### src/rtl/cpu_pkg.sv
// rtl/cpu_pkg.sv - shared opcodes, widths and execute-sequencer state encoding
package cpu_pkg;

  localparam int DW = 8;
  localparam int AW = 5;

  // Opcode values double as the ALU selector encoding
  localparam logic [2:0] OP_ADD = 3'b000;
  localparam logic [2:0] OP_SUB = 3'b001;
  localparam logic [2:0] OP_XOR = 3'b010;
  localparam logic [2:0] OP_SHL = 3'b011;
  localparam logic [2:0] OP_LDA = 3'b100;
  localparam logic [2:0] OP_STA = 3'b101;
  localparam logic [2:0] OP_CMA = 3'b110;
  localparam logic [2:0] OP_HLT = 3'b111;

  typedef enum logic [2:0] {
    S_IDLE = 3'd0,
    S_RD   = 3'd1,
    S_EXEC = 3'd2,
    S_WR   = 3'd3,
    S_DONE = 3'd4,
    S_HALT = 3'd5
  } state_t;

endpackage

### src/rtl/acc_flag_unit.sv
// rtl/acc_flag_unit.sv - next value of the E flag, derived locally since the ALU has no carry out
module acc_flag_unit
  import cpu_pkg::*;
#(
  parameter int DW = cpu_pkg::DW
) (
  input  logic [DW-1:0] ac,
  input  logic [DW-1:0] dr,
  input  logic [2:0]    op,
  input  logic          e_cur,
  output logic          e_next
);

  logic [DW:0] sum;

  assign sum = {1'b0, ac} + {1'b0, dr};

  always_comb begin
    e_next = e_cur;
    case (op)
      OP_ADD:  e_next = sum[DW];
      OP_SUB:  e_next = (ac >= dr);
      OP_SHL:  e_next = ac[DW-1];
      default: e_next = e_cur;
    endcase
  end

endmodule

### src/rtl/acc_exec_ctrl.sv
// rtl/acc_exec_ctrl.sv - accumulator execute sequencer: AC/DR/E, ALU operand drive, memory handshake
module acc_exec_ctrl
  import cpu_pkg::*;
#(
  parameter int DW = cpu_pkg::DW,
  parameter int AW = cpu_pkg::AW
) (
  input  logic          clk,
  input  logic          rst,
  input  logic          instr_valid,
  output logic          instr_ready,
  input  logic [2:0]    instr_op,
  input  logic [AW-1:0] instr_addr,
  output logic [DW-1:0] alu_ac,
  output logic [DW-1:0] alu_dr,
  output logic [2:0]    alu_sel,
  input  logic [DW-1:0] alu_result,
  output logic          mem_rd,
  output logic          mem_wr,
  output logic [AW-1:0] mem_addr,
  output logic [DW-1:0] mem_wdata,
  input  logic [DW-1:0] mem_rdata,
  input  logic          mem_ack,
  output logic [DW-1:0] ac,
  output logic          e,
  output logic          zero,
  output logic          done,
  output logic          halted
);

  state_t        state_q, state_d;
  logic [DW-1:0] ac_q, dr_q;
  logic          e_q, e_next;
  logic [2:0]    op_q;
  logic [AW-1:0] addr_q;

  acc_flag_unit #(.DW(DW)) u_flag (
    .ac     (ac_q),
    .dr     (dr_q),
    .op     (op_q),
    .e_cur  (e_q),
    .e_next (e_next)
  );

  always_ff @(posedge clk) begin
    if (rst) state_q <= S_IDLE;
    else     state_q <= state_d;
  end

  always_comb begin
    state_d     = state_q;
    instr_ready = 1'b0;
    mem_rd      = 1'b0;
    mem_wr      = 1'b0;
    done        = 1'b0;
    halted      = 1'b0;
    case (state_q)
      S_IDLE: begin
        instr_ready = 1'b1;
        if (instr_valid) begin
          case (instr_op)
            OP_ADD, OP_SUB, OP_XOR, OP_LDA: state_d = S_RD;
            OP_SHL, OP_CMA:                 state_d = S_EXEC;
            OP_STA:                         state_d = S_WR;
            default:                        state_d = S_HALT;
          endcase
        end
      end
      S_RD: begin
        mem_rd = 1'b1;
        if (mem_ack) state_d = (op_q == OP_LDA) ? S_DONE : S_EXEC;
      end
      S_EXEC: state_d = S_DONE;
      S_WR: begin
        mem_wr = 1'b1;
        if (mem_ack) state_d = S_DONE;
      end
      S_DONE: begin
        done    = 1'b1;
        state_d = S_IDLE;
      end
      S_HALT: halted = 1'b1;
      default: state_d = S_IDLE;
    endcase
  end

  always_ff @(posedge clk) begin
    if (rst) begin
      ac_q   <= '0;
      dr_q   <= '0;
      e_q    <= 1'b0;
      op_q   <= OP_ADD;
      addr_q <= '0;
    end else begin
      if (state_q == S_IDLE && instr_valid) begin
        op_q   <= instr_op;
        addr_q <= instr_addr;
      end
      if (state_q == S_RD && mem_ack) begin
        dr_q <= mem_rdata;
        if (op_q == OP_LDA) ac_q <= mem_rdata;
      end
      if (state_q == S_EXEC) begin
        ac_q <= alu_result;
        e_q  <= e_next;
      end
    end
  end

  assign alu_ac    = ac_q;
  assign alu_dr    = dr_q;
  assign alu_sel   = op_q;
  assign mem_addr  = addr_q;
  assign mem_wdata = ac_q;
  assign ac        = ac_q;
  assign e         = e_q;
  assign zero      = (ac_q == '0);

endmodule

### config.mk
export PLATFORM = sky130hd
export DESIGN_NAME = acc_exec_ctrl
export DESIGN_NICKNAME = d
export VERILOG_FILES = /design/src/rtl/cpu_pkg.sv /design/src/rtl/acc_flag_unit.sv /design/src/rtl/acc_exec_ctrl.sv
export SDC_FILE = /design/constraint.sdc
export NUM_CORES = 1
export LEC_CHECK = 0
export BUFFER_PORTS_ARGS = -buffer_cell sky130_fd_sc_hd__buf_2
export CAP_MARGIN = 20
export CORE_MARGIN = 1.5
export CORE_UTILIZATION = 45
export CTS_CLUSTER_SIZE = 30
export DETAILED_ROUTE_END_ITERATION = 10
export HOLD_SLACK_MARGIN = 0.12
export PLACE_DENSITY = 0.8
export REMOVE_ABC_BUFFERS = 1
export SYNTH_ARGS = -nofsm -noshare
export SYNTH_HDL_FRONTEND = slang
export SYNTH_SLANG_ARGS = --single-unit
### constraint.sdc
create_clock -name clk -period 2.2 [get_ports clk]
set_input_delay 0.44 -clock clk [delete_from_list [all_inputs] [get_ports clk]]
set_output_delay 0.44 -clock clk [all_outputs]
set_load 0.02 [all_outputs]
Word-level counts from Yosys, hierarchy flattened
Cells that the tools add are included.
Widths: inputs -> output; s select.
{"block": "op_classes", "addsub": 1, "n_eq_ne": 17, "magnitude_cmp": 1, "n_reduce_logical": 14, "bitwise": 1, "mux": 15}
{"op": "$mux 8", "count": 3}
{"op": "$eq 3x3->1 const B", "count": 6}
{"op": "$eq 3x2->1 const B", "count": 5}
{"op": "$pmux 3 s5", "count": 1}
{"op": "$mux 3", "count": 4}
{"op": "$add 8x8->9", "count": 1}
{"op": "$eq 3x1->1 const B", "count": 3}
{"op": "$logic_not 3->1", "count": 3}
{"op": "$pmux 3 s3", "count": 1}
{"op": "$ge 8x8->1", "count": 1}
{"op": "$logic_not 8->1", "count": 1}
{"op": "$ne 2x2->1 const B", "count": 3}
{"op": "$mux 1", "count": 5}
{"op": "$reduce_and 2->1", "count": 2}
{"op": "$reduce_and 4->1", "count": 1}
{"op": "$reduce_bool 2->1", "count": 2}
{"op": "$reduce_or 4->1", "count": 1}
{"op": "$pmux 1 s3", "count": 1}
{"op": "$reduce_bool 3->1", "count": 1}
{"op": "$logic_and 1x1->1", "count": 2}
{"op": "$reduce_or 2->1", "count": 1}
{"op": "$not 1->1", "count": 1}
{"block": "word_totals", "register_bits": 28, "in_bits": 28}

Logic depth before layout (Yosys ltp)
Gate-level depths: netlist of the first run.
{"block": "depth", "word_depth": 5, "mapped_depth": 7, "depth_no_buf": 7}

Cells and area by module
A second synthesis of the first run with hierarchy kept.
{"block": "unflattened", "cells_unflattened": 230, "hier_area_um2": 1855.5}
{"mod": "acc_exec_ctrl", "cells_per_inst": 177, "n_inst": 1, "area_each_um2": 1450.1, "seq_area_each_um2": 560.5}
{"mod": "acc_flag_unit", "cells_per_inst": 53, "n_inst": 1, "area_each_um2": 405.4, "seq_area_each_um2": 0.0}

Worst setup path after synthesis of the first run
OpenSTA, ideal clock, no wires.
{"block": "synth_timing", "kind": "reg-to-reg", "startpoint": "register state_q[0]", "endpoint": "register state_q[0]", "t_required_ns": 2.135, "path_stages_with_launch": 7, "arrival_ns": 1.644, "path_buffers": 1, "setup_slack_ns": 0.491, "synth_period_minus_slack_ns": 1.709, "cell_sequence": "dfxtp_1 -> buf_6 -> nor3_1 -> nand2_1 -> a21oi_1 -> a21oi_1 -> nor2_1"}
{"block": "synth_between", "elab_chain_cells": 3, "word_cells_on_any_way": 11, "classes_between": "eq/ne: 7; mux: 1; bitwise: 1; reduce/logical: 2"}
{"item": "start, declared", "line_no": "acc_exec_ctrl.sv:31", "rtl": "state_t state_q, state_d;"}
{"item": "start signal, assigned", "line_no": "acc_exec_ctrl.sv:47", "rtl": "else state_q <= state_d;"}
{"item": "$eq 3x2->1 (tied with other cells)", "line_no": "acc_exec_ctrl.sv:57", "rtl": "case (state_q)"}
{"item": "$ne 2x2->1 (no line) / $not 1->1 (equally long branches)"}
{"item": "$reduce_and 4->1 (no line)"}
Several ways; a longest one is shown, not always the timed one.
A chain may end at the register's enable or synchronous reset.

Worst setup path after layout of the first run
{"block": "layout_timing", "startpoint": "register ac_q[4] (netlist: ac[4])", "endpoint": "output zero"}
{"block": "layout_between", "elab_chain_cells": 1}
{"item": "start, declared", "line_no": "acc_exec_ctrl.sv:32", "rtl": "logic [DW-1:0] ac_q, dr_q;"}
{"item": "start signal, assigned", "line_no": "acc_exec_ctrl.sv:101", "rtl": "if (op_q == OP_LDA) ac_q <= mem_rdata;"}
{"item": "start signal, assigned", "line_no": "acc_exec_ctrl.sv:104", "rtl": "ac_q <= alu_result;"}
{"item": "$logic_not 8->1", "line_no": "acc_exec_ctrl.sv:117", "rtl": "assign zero = (ac_q == '0);"}
{"item": "end, declared", "line_no": "acc_exec_ctrl.sv:26", "rtl": "output logic zero,"}
No other way between the ends.

==> run_results.csv, run 1 <==
group,metric,value,unit
run_status,status,"finished, final reports clean",
clock_tree,cts_setup_buffers,0,
yosys,yosys.area.top_type_share,31.5,%
yosys,ys.flop_type,"dfxtp_1",
placed_design,hpwl,3.07,mm
timing,hold_violations,0,
timing,slew_violations,0,
routing,via_count,1726,
clock_tree,post_cts_resized,0,
yosys,synth.mux.area_fraction,0,%
worst_setup_path,worstSetupEndpointType,"output port",
power_and_ir_drop,irDropWorstVdd,429,uV
floorplan,die_y,65.9,um
yosys,synth_compound_area_share,19.5,%
worst_setup_path,r2r_slack,370,ps
worst_setup_path,arrival,1490,ps
clock_tree,clock_latency,270,ps
timing,tightest_slew,547,ps
worst_hold_path,min-delay-start,"instr_addr[1]",
yosys,synth_seq_cells,28,
run,maxCapViolCount,0,
clock_tree,ctsHoldBuffers,0,
routing,vias_per_cell,5.21,
power_and_ir_drop,pwr_density_cell,725,mW/mm^2
placed_design,gp_congestion,0.971,
global_routing,grt_pass1_vias,1462,
routing,drt_first_pass_iters,4,
timing,max_slew_margin,63.5,%
routing,antenna_left,0,
floorplan,io-pin-count,75,
global_routing,grt.total_usage,19.1,%
final_layout,drive_above_1_share,30.4,%
yosys,syn_inst,230,
timing,fin_crit_sh,87.8,%
clock_tree,cts_sinks,28,
timing,rsz0062_at_grt,"false",
global_routing,overflow,0,
final_layout,antennaDiodeCount,0,
timing,hold_slack,395,ps
yosys,syn_area,0.00178,mm^2
yosys,ys_seq_area_share,31.5,%
clock_tree,cts_root_buffer,"clkbuf_8",
timing,setup_violations,0,
global_routing,grt_max_degree,30,
final_layout,area_growth,17.4,%
yosys,synth-xor-area-share,0.983,%
routing,wire_per_inst,12.4,um
clock_tree,cts_buffers,3,
global_routing,antenna_found_initial,0,
worst_hold_path,hold_path.class,"primary input to register",
worst_hold_path,min_delay_path_depth,3,
final_layout,layout.nets,328,
final_layout,fin_cells,331,
placed_design,dp.cells,327,
power_and_ir_drop,clkPwrFrac,26.3,%
power_and_ir_drop,p_leak,1.03,nW
placed_design,portBuffers,74,
timing,worst_clock_skew,2.36,ps
power_and_ir_drop,p_switching,539,uW
placed_design,dpl_cell_area,0.00202,mm^2
floorplan,die_w,65.9,um
yosys,yosys.area_share.adder,11.2,%
floorplan,floorplan.rows,22,
floorplan,initial_core_util,47.6,%
yosys,synth_area_leader_cell,"dfxtp_1",
floorplan,coreArea,0.00374,mm^2
clock_tree,htreeDepth,1,
timing,period_needed,1930,ps
clock_tree,cts_tree,"done",
routing,totalWireLength,4.09,mm
yosys,yosys-top-cells-area,"dfxtp_1 (31%), ha_1 (11%), nand2_1 (11%), a21oi_1 (7.3%), buf_4 (7.2%)",
worst_hold_path,min_to,"mem_addr[1]$_SDFFE_PP0P_",
timing,setup-tns-final,0,ps
yosys,synthArstFlopShare,0,%
worst_setup_path,reg2reg_from,"state_q[0]$_SDFFE_PP0P_",
final_layout,final_area,0.00209,mm^2
yosys,synth_top_family_by_area,"simple AND/OR/NAND/NOR gates",
global_routing,grt_pass1_wl,6.51,mm
clock_tree,clk_path_buf_depth,2,
yosys,yosysWarnings,0,
routing,first_iter_violations,55,
power_and_ir_drop,swShare,35.5,%
timing,max_freq,0.518,GHz
yosys,ys_types,37,
worst_setup_path,r2r_end,"ac[6]$_SDFFE_PP0P_",
worst_setup_path,worstPathRequired,1760,ps
worst_setup_path,cp-startpoint,"ac[4]$_SDFFE_PP0P_",
worst_setup_path,crit_fanout,7,
clock_tree,path_clk_slew,90,ps
routing,drc,0,
yosys,yosys.area_share.simple,23.0,%
yosys,syn_area_per_cell,7.75,um^2
power_and_ir_drop,combPwrFrac,33.3,%
yosys,synth_edf_count,0,
power_and_ir_drop,p_int,977,uW
worst_setup_path,critPathKind,"register to output port",
worst_setup_path,cp-start-kind,"register",
yosys,synth.most_common_cell,"nand2_1",
worst_setup_path,r2r_cells,5,
floorplan,die-area,0.00435,mm^2
yosys,ys_top_cells_by_count,"nand2_1 (53), dfxtp_1 (28), a21oi_1 (26)",
power_and_ir_drop,seq_power_share,40.3,%
==> power groups by stage <==
stage               Clock [mW]  Sequential (mW)  Combinational [mW]
floorplan                    0            0.702               0.243
global placement             0            0.621               0.497
detailed placement           0            0.624               0.505
CTS                      0.406            0.612               0.507
global route             0.425            0.621               0.560
finish                   0.399            0.612               0.505
==> stage by stage <==
stage               total power [mW]  utilization [%]  setup WS [ps]
floorplan                      0.945                -            345
global placement                1.12             54.0            500
detailed placement              1.13             54.0            435
CTS                             1.52             55.9            261
global route                    1.61             55.9            205
finish                          1.52             55.9            269
==> metal layers <==
metal | GRT usage, % | vias to the layer above | share of wire [%]
met4 | 6.51 | 0 | 1.6
met1 | 25.1 | 790 | 45
li1 | - | 868 | -
met5 | 0 | - | 0
met3 | 2.39 | 7 | 5.8
met2 | 32.1 | 61 | 48
==> registers in the layout, indices dropped and copies added, names as in the netlist <==
name,cells
state_q,3
alu_dr,8
e,1
alu_sel,3
mem_addr,5
ac,8
==> critical path, cell delays in order (launching register included) <==
cell and delay [ps]:
dfxtp_1 370, or4_1 550, nor2_1 130, buf_2 170
==> cells in the final DEF, fill, tap and decap left out <==
cell type / n
or4_1: 2
bufinv_16: 1
nand3_1: 1
nand2_2: 1
a21oi_1: 26
o311ai_0: 1
and2_1: 2
a41oi_1: 1
o21ai_4: 1
and2_2: 1
nor2_1: 20
nand2_1: 53
nor3b_4: 1
dfxtp_1: 28
inv_1: 15
nand4_1: 1
o31ai_1: 2
a311oi_1: 7
a311oi_2: 2
a211o_2: 1
ha_1: 16
xor2_1: 2
buf_2: 74
nand2_4: 1
nor4_1: 1
nor3b_1: 1
o21ai_0: 7
nor2b_1: 1
nand2b_1: 2
a22oi_1: 1
a211oi_1: 1
nor3_1: 4
clkbuf_8: 3
a32oi_1: 1
o211ai_1: 1
==> worst max-delay path by stage <==
stage,cells past startpoint,end
floorplan,2,zero
global placement,5,ac[7]$_SDFFE_PP0P_
detailed placement,5,ac[7]$_SDFFE_PP0P_
CTS,3,zero
global route,3,zero
finish,3,zero
==> cells by family after synthesis <==
family / count (synthesis)
buf+inv: 40
compound gates: 52
flops: 28
fa+ha+maj: 16
xor+xnor: 2
simple gates: 92
==> cell type report <==
class	instances	area, um^2
Inverter	15	56.3
Tap cell	48	60.1
Clock inverter	1	30.0
Sequential cell	28	561
Clock buffer	3	41.3
Fill cell	394	1650
Timing Repair Buffer	74	370
Multi-Input combinational cell	162	973
No activity file was read; power rests on OpenSTA's default activity.
==> run 2, diff against run 1 <==
--- a/config.mk
+++ b/config.mk
@@ -12,8 +12,9 @@
 export CTS_CLUSTER_SIZE = 30
 export DETAILED_ROUTE_END_ITERATION = 10
 export HOLD_SLACK_MARGIN = 0.12
-export PLACE_DENSITY = 0.8
+export PLACE_DENSITY = 0.79
 export REMOVE_ABC_BUFFERS = 1
 export SYNTH_ARGS = -nofsm -noshare
 export SYNTH_HDL_FRONTEND = slang
+export SYNTH_HIERARCHICAL = 1
 export SYNTH_SLANG_ARGS = --single-unit
==> run 2 against run 1 <==
Effect of this change: clock power up 3%; flip-flop and latch count stayed put; highest routed layer is now met3; first-iteration DRC count up 75%; final area up 3.3%; maximum frequency down 0.69%; sequential power hardly changed.
==> run_results.csv, run 2 <==
group,metric,value,unit
routing,vias_per_cell,5.15,
timing,hold_violations,0,
timing,worst_clock_skew,5.58,ps
worst_hold_path,min_delay_path_depth,3,
yosys,yosys-top-cells-area,"dfxtp_1 (30%), ha_1 (11%), buf_4 (7.3%), nand2_1 (7.1%), a21oi_1 (5.9%)",
power_and_ir_drop,irDropWorstVdd,568,uV
worst_setup_path,crit_fanout,8,
worst_hold_path,min_to,"mem_addr[3]$_SDFFE_PP0P_",
yosys,yosys.area.top_type_share,30.2,%
worst_setup_path,r2r_cells,9,
worst_setup_path,reg2reg_from,"alu_dr[2]$_SDFFE_PP0P_",
worst_setup_path,r2r_end,"e$_SDFFE_PP0P_",
final_layout,mostFrequentLayoutCell,"buf_2",
final_layout,area_growth,16.5,%
yosys,ys_types,47,
final_layout,antennaDiodeCount,0,
yosys,syn_area,0.00186,mm^2
floorplan,die_y,67.2,um
run_status,status,"finished, final reports clean",
placed_design,dpl_cell_area,0.00209,mm^2
worst_hold_path,hold_path.class,"primary input to register",
timing,slew_violations,0,
clock_tree,ctsHoldBuffers,0,
floorplan,floorplan.rows,23,
clock_tree,path_clk_slew,100,ps
yosys,synth_edf_count,0,
clock_tree,htreeDepth,1,
clock_tree,clock_latency,280,ps
yosys,ys_top_cells_by_count,"nand2_1 (35), dfxtp_1 (28), a21oi_1 (22)",
worst_setup_path,critPathKind,"register to output port",
timing,tightest_slew,739,ps
clock_tree,cts_tree,"done",
routing,drc,0,
power_and_ir_drop,p_leak,1.06,nW
global_routing,grt_pass1_wl,6.76,mm
global_routing,grt_pass1_vias,1474,
final_layout,fin_cells,331,
timing,fin_crit_sh,88.4,%
yosys,syn_area_per_cell,8.07,um^2
power_and_ir_drop,pwr_density_cell,703,mW/mm^2
clock_tree,cts_sinks,28,
yosys,synth_area_leader_cell,"dfxtp_1",
yosys,synth_seq_cells,28,
routing,drt_first_pass_iters,4,
floorplan,coreArea,0.00397,mm^2
yosys,synth.most_common_cell,"nand2_1",
clock_tree,clk_path_buf_depth,2,
routing,totalWireLength,4.28,mm
global_routing,antenna_found_initial,0,
floorplan,initial_core_util,46.7,%
global_routing,overflow,0,
timing,max_slew_margin,50.6,%
worst_setup_path,arrival,1500,ps
floorplan,io-pin-count,75,
final_layout,layout.nets,326,
timing,hold_slack,384,ps
timing,max_freq,0.514,GHz
worst_setup_path,worstPathRequired,1760,ps
clock_tree,cts_setup_buffers,0,
clock_tree,post_cts_resized,0,
placed_design,hpwl,3.13,mm
timing,period_needed,1940,ps
routing,via_count,1703,
yosys,synthArstFlopShare,0,%
placed_design,dp.cells,327,
yosys,yosysWarnings,6,
yosys,syn_inst,230,
worst_hold_path,min-delay-start,"instr_addr[3]",
worst_setup_path,cp-start-kind,"register",
timing,rsz0062_at_grt,"false",
final_layout,drive_above_1_share,32.0,%
worst_setup_path,worstSetupEndpointType,"output port",
final_layout,layout_common_cells,"buf_2 (74), nand2_1 (35), dfxtp_1 (28)",
routing,first_iter_violations,96,
global_routing,grt_max_degree,29,
final_layout,fill_cells,389,
clock_tree,cts_root_buffer,"clkbuf_8",
global_routing,grt.total_usage,19.1,%
placed_design,portBuffers,74,
final_layout,final_area,0.00216,mm^2
run,maxCapViolCount,0,
yosys,ys.flop_type,"dfxtp_1",
worst_setup_path,r2r_slack,420,ps
yosys,ys_seq_area_share,30.2,%
floorplan,die-area,0.00452,mm^2
timing,setup-tns-final,0,ps
timing,setup_violations,0,
placed_design,gp_congestion,0.871,
power_and_ir_drop,finalPower,1.52,mW
routing,wire_per_inst,12.9,um
clock_tree,cts_buffers,3,
floorplan,die_w,67.2,um
routing,antenna_left,0,
run 2: critical path: stages, from the launching register on:
cell and delay (ps):
dfxtp_1 400, or4_1 560, nor2_1 110, buf_2 160
run 2: metal layers:
layer / part of all wire (%) / GRT usage [%]
met5: 0 / 0
met4: 0 / 2.55
met3: 6.1 / 4.50
met2: 48 / 32.2
met1: 46 / 25.6
run 2: worst max path at each step:
stage | depth (start not counted) | start | slack [ps] | endpoint
final | 3 | ac[7]$_SDFFE_PP0P_ | 260 | zero
after global routing | 3 | ac[7]$_SDFFE_PP0P_ | 140 | zero
after CTS | 3 | ac[7]$_SDFFE_PP0P_ | 230 | zero
after detailed placement | 9 | alu_dr[2]$_SDFFE_PP0P_ | 440 | e$_SDFFE_PP0P_
after global placement | 9 | alu_dr[2]$_SDFFE_PP0P_ | 510 | e$_SDFFE_PP0P_
after floorplan | 8 | ac[2]$_SDFFE_PP0P_ | 190 | e$_SDFFE_PP0P_
run 2: final cells by class:
type	count	area [um^2]	share of cell area, %
inverter	15	56.3	2.60
tap	50	62.6	2.89
timing repair buffer	76	385	17.8
sequential	28	561	25.9
multi-input combinational	158	1030	47.5
clock buffer	3	41.3	1.91
clock inverter	1	30.0	1.39
run 2: kinds of logic after synthesis:
group,after synthesis,share of synthesized area (%)
compound gates,60,21.2
xor+xnor,2,0.944
fa+ha+maj,16,10.8
buf+inv,44,14.5
flops,28,30.2
mux,1,0.539
simple gates,79,21.8
run 2: power breakdown:
part / internal (mW) / switching, mW / total [mW]
registers: 0.549 / 0.0598 / 0.609
clock network: 0.244 / 0.166 / 0.410
logic: 0.191 / 0.310 / 0.501
run 2: per-stage QoR:
stage	util [%]	setup WS [ps]
final	54.4	255
after global routing	54.4	142
after CTS	54.4	235
after detailed placement	52.6	442
after global placement	52.6	510
after floorplan	-	192
==> run 3, diff against run 2 <==
--- a/config.mk
+++ b/config.mk
@@ -7,12 +7,11 @@
 export LEC_CHECK = 0
 export BUFFER_PORTS_ARGS = -buffer_cell sky130_fd_sc_hd__buf_2
 export CAP_MARGIN = 20
-export CORE_MARGIN = 1.5
 export CORE_UTILIZATION = 45
 export CTS_CLUSTER_SIZE = 30
 export DETAILED_ROUTE_END_ITERATION = 10
 export HOLD_SLACK_MARGIN = 0.12
-export PLACE_DENSITY = 0.79
+export PLACE_DENSITY = 0.75
 export REMOVE_ABC_BUFFERS = 1
 export SYNTH_ARGS = -nofsm -noshare
 export SYNTH_HDL_FRONTEND = slang
==> constraint.sdc (replaced) <==
create_clock -name clk -period 2.2 [get_ports clk]
set_input_delay 0.11 -clock clk [delete_from_list [all_inputs] [get_ports clk]]
set_output_delay 0.11 -clock clk [all_outputs]
set_load 0.02 [all_outputs]
==> run 3 against run 2 <==
Effect of this change: first-iteration DRC count increased by 1.0%; final cell count increased by 5.7%; power decreased by 6.7%; sequential power about the same; clock power decreased by 32%; global-route usage increased by 2.3 points; final area increased by 8.7%; highest routed layer is now met4; combinational power increased by 5.8%; clock skew increased by 1.1 ps; critical path depth increased by 6; hold slack got worse by 260 ps; largest power group unchanged; non-clock buffer count increased by 22.
==> run_results.csv, run 3 (synthesis gave the netlist of run 2 again) <==
group,metric,value,unit
floorplan,io-pin-count,75,
timing,rsz0062_at_grt,"false",
global_routing,grt.total_usage,21.4,%
clock_tree,cts_root_buffer,"clkbuf_8",
routing,drt_first_pass_iters,4,
clock_tree,path_clk_slew,90,ps
final_layout,mostFrequentLayoutCell,"buf_2",
timing,hold_slack,125,ps
timing,fin_crit_sh,78.6,%
final_layout,antennaDiodeCount,0,
power_and_ir_drop,seq_power_share,43.1,%
floorplan,initial_core_util,48.8,%
worst_setup_path,arrival,1880,ps
worst_setup_path,r2r_end,"e$_SDFFE_PP0P_",
timing,worst_slack,471,ps
final_layout,area_growth,26.6,%
clock_tree,clock_latency,270,ps
final_layout,layout.nets,348,
placed_design,portBuffers,74,
routing,via_count,1822,
floorplan,floorplan.rows,22,
timing,setup-tns-final,0,ps
final_layout,layout_common_cells,"buf_2 (74), nand2_1 (35), dfxtp_1 (28)",
power_and_ir_drop,pwr_density_cell,603,mW/mm^2
worst_setup_path,worstSetupEndpointType,"register",
clock_tree,clk_path_buf_depth,2,
global_routing,grt_pass1_wl,7.36,mm
global_routing,antenna_found_initial,0,
placed_design,gp_congestion,0.786,
global_routing,overflow,0,
timing,slew_violations,0,
global_routing,grt_max_degree,29,
worst_setup_path,r2r_slack,470,ps
power_and_ir_drop,combPwrFrac,37.4,%
floorplan,die_w,66.2,um
worst_setup_path,r2r_cells,9,
final_layout,final_area,0.00235,mm^2
worst_setup_path,worstPathRequired,2350,ps
worst_hold_path,min_to,"ac[1]$_SDFFE_PP0P_",
routing,drc,0,
final_layout,fin_cells,350,
timing,hold_violations,0,
worst_setup_path,reg2reg_from,"alu_dr[7]$_SDFFE_PP0P_",
clock_tree,cts_sinks,28,
timing,max_slew_margin,51.1,%
timing,setup_violations,0,
worst_hold_path,hold_path.class,"primary input to register",
final_layout,drive_above_1_share,29.5,%
worst_hold_path,min-delay-start,"alu_result[1]",
placed_design,pre_cts_ws,496,ps
worst_setup_path,crit_fanout,5,
routing,first_iter_violations,97,
routing,antenna_left,0,
power_and_ir_drop,p_int,887,uW
power_and_ir_drop,p_leak,1.13,nW
final_layout,fin_util,61.9,%
floorplan,coreArea,0.00380,mm^2
timing,period_needed,1730,ps
power_and_ir_drop,p_switching,530,uW
power_and_ir_drop,swShare,37.4,%
worst_hold_path,min_delay_path_depth,3,
placed_design,dpl_cell_area,0.00209,mm^2
clock_tree,post_cts_resized,0,
power_and_ir_drop,finalPower,1.42,mW
power_and_ir_drop,clkPwrFrac,19.6,%
timing,max_freq,0.578,GHz
floorplan,die_y,66.2,um
worst_setup_path,cp-start-kind,"register",
timing,worst_clock_skew,6.72,ps
routing,totalWireLength,4.57,mm
clock_tree,cts_buffers,3,
routing,wire_per_inst,13.1,um
timing,tightest_slew,732,ps
placed_design,hpwl,3.08,mm
routing,vias_per_cell,5.21,
worst_setup_path,critPathKind,"register to register",
clock_tree,htreeDepth,1,
clock_tree,cts_tree,"done",
run_status,status,"finished, final reports clean",
floorplan,die-area,0.00438,mm^2
final_layout,fill_cells,341,
global_routing,grt_pass1_vias,1607,
placed_design,dp.cells,325,
run,maxCapViolCount,0,
power_and_ir_drop,irDropWorstVdd,358,uV
==> run 3: cell types whose count changed in the layout (fill, tap and decap cells not counted) <==
cell	delta
dlygate4sd3_1	+22
bufinv_16	-1
==> run 3: layout make-up <==
| cell class | count | area, um^2 | area share (%) |
|---|---|---|---|
| Clock buffer | 3 | 41.3 | 1.76 |
| Tap cell | 48 | 60.1 | 2.56 |
| Sequential cell | 28 | 561 | 23.9 |
| Inverter | 15 | 56.3 | 2.40 |
| Multi-Input combinational cell | 158 | 1030 | 43.7 |
| Timing Repair Buffer | 98 | 606 | 25.8 |
==> run 3: what timing repair did <==
item	CTS	global route
hold buffers	21	1
buffers inserted	0	0
endpoints found under the hold margin	22	1
==> run 3: power groups by stage <==
stage	Clock [mW]	Sequential (mW)	Combinational, mW
2_1_floorplan	0	0.701	0.236
3_3_place_gp	0	0.619	0.494
3_5_place_dp	0	0.622	0.499
4_1_cts	0.284	0.610	0.528
5_1_grt	0.310	0.619	0.588
6_report	0.278	0.611	0.530
==> run 3: worst max-delay path by stage <==
stage,slack [ps],to,start,cells after the start
6_report,470,e$_SDFFE_PP0P_,alu_dr[7]$_SDFFE_PP0P_,9
3_5_place_dp,500,e$_SDFFE_PP0P_,alu_dr[2]$_SDFFE_PP0P_,9
3_3_place_gp,520,e$_SDFFE_PP0P_,alu_dr[2]$_SDFFE_PP0P_,9
2_1_floorplan,190,e$_SDFFE_PP0P_,ac[2]$_SDFFE_PP0P_,8
4_1_cts,480,e$_SDFFE_PP0P_,alu_dr[7]$_SDFFE_PP0P_,9
5_1_grt,320,e$_SDFFE_PP0P_,alu_dr[2]$_SDFFE_PP0P_,9
==> run 3: critical path, stage by stage (launching register included) <==
cell and delay (ps):
dfxtp_1 390, inv_1 60, ha_1 350, inv_2 50
a221oi_2 230, o31ai_1 110, a21oi_1 130, o211ai_1 110
mux2i_1 130, nor2_1 50
==> run 3: layer usage <==
metal	part of all wire [%]	vias to the layer above	GRT usage [%]	wire length [um]
met2	50	54	37.6	2300
met5	0	-	0	0
met1	45	832	26.8	2040
met4	0.57	0	4.26	26
li1	-	932	-	-
met3	4.5	4	4.48	205
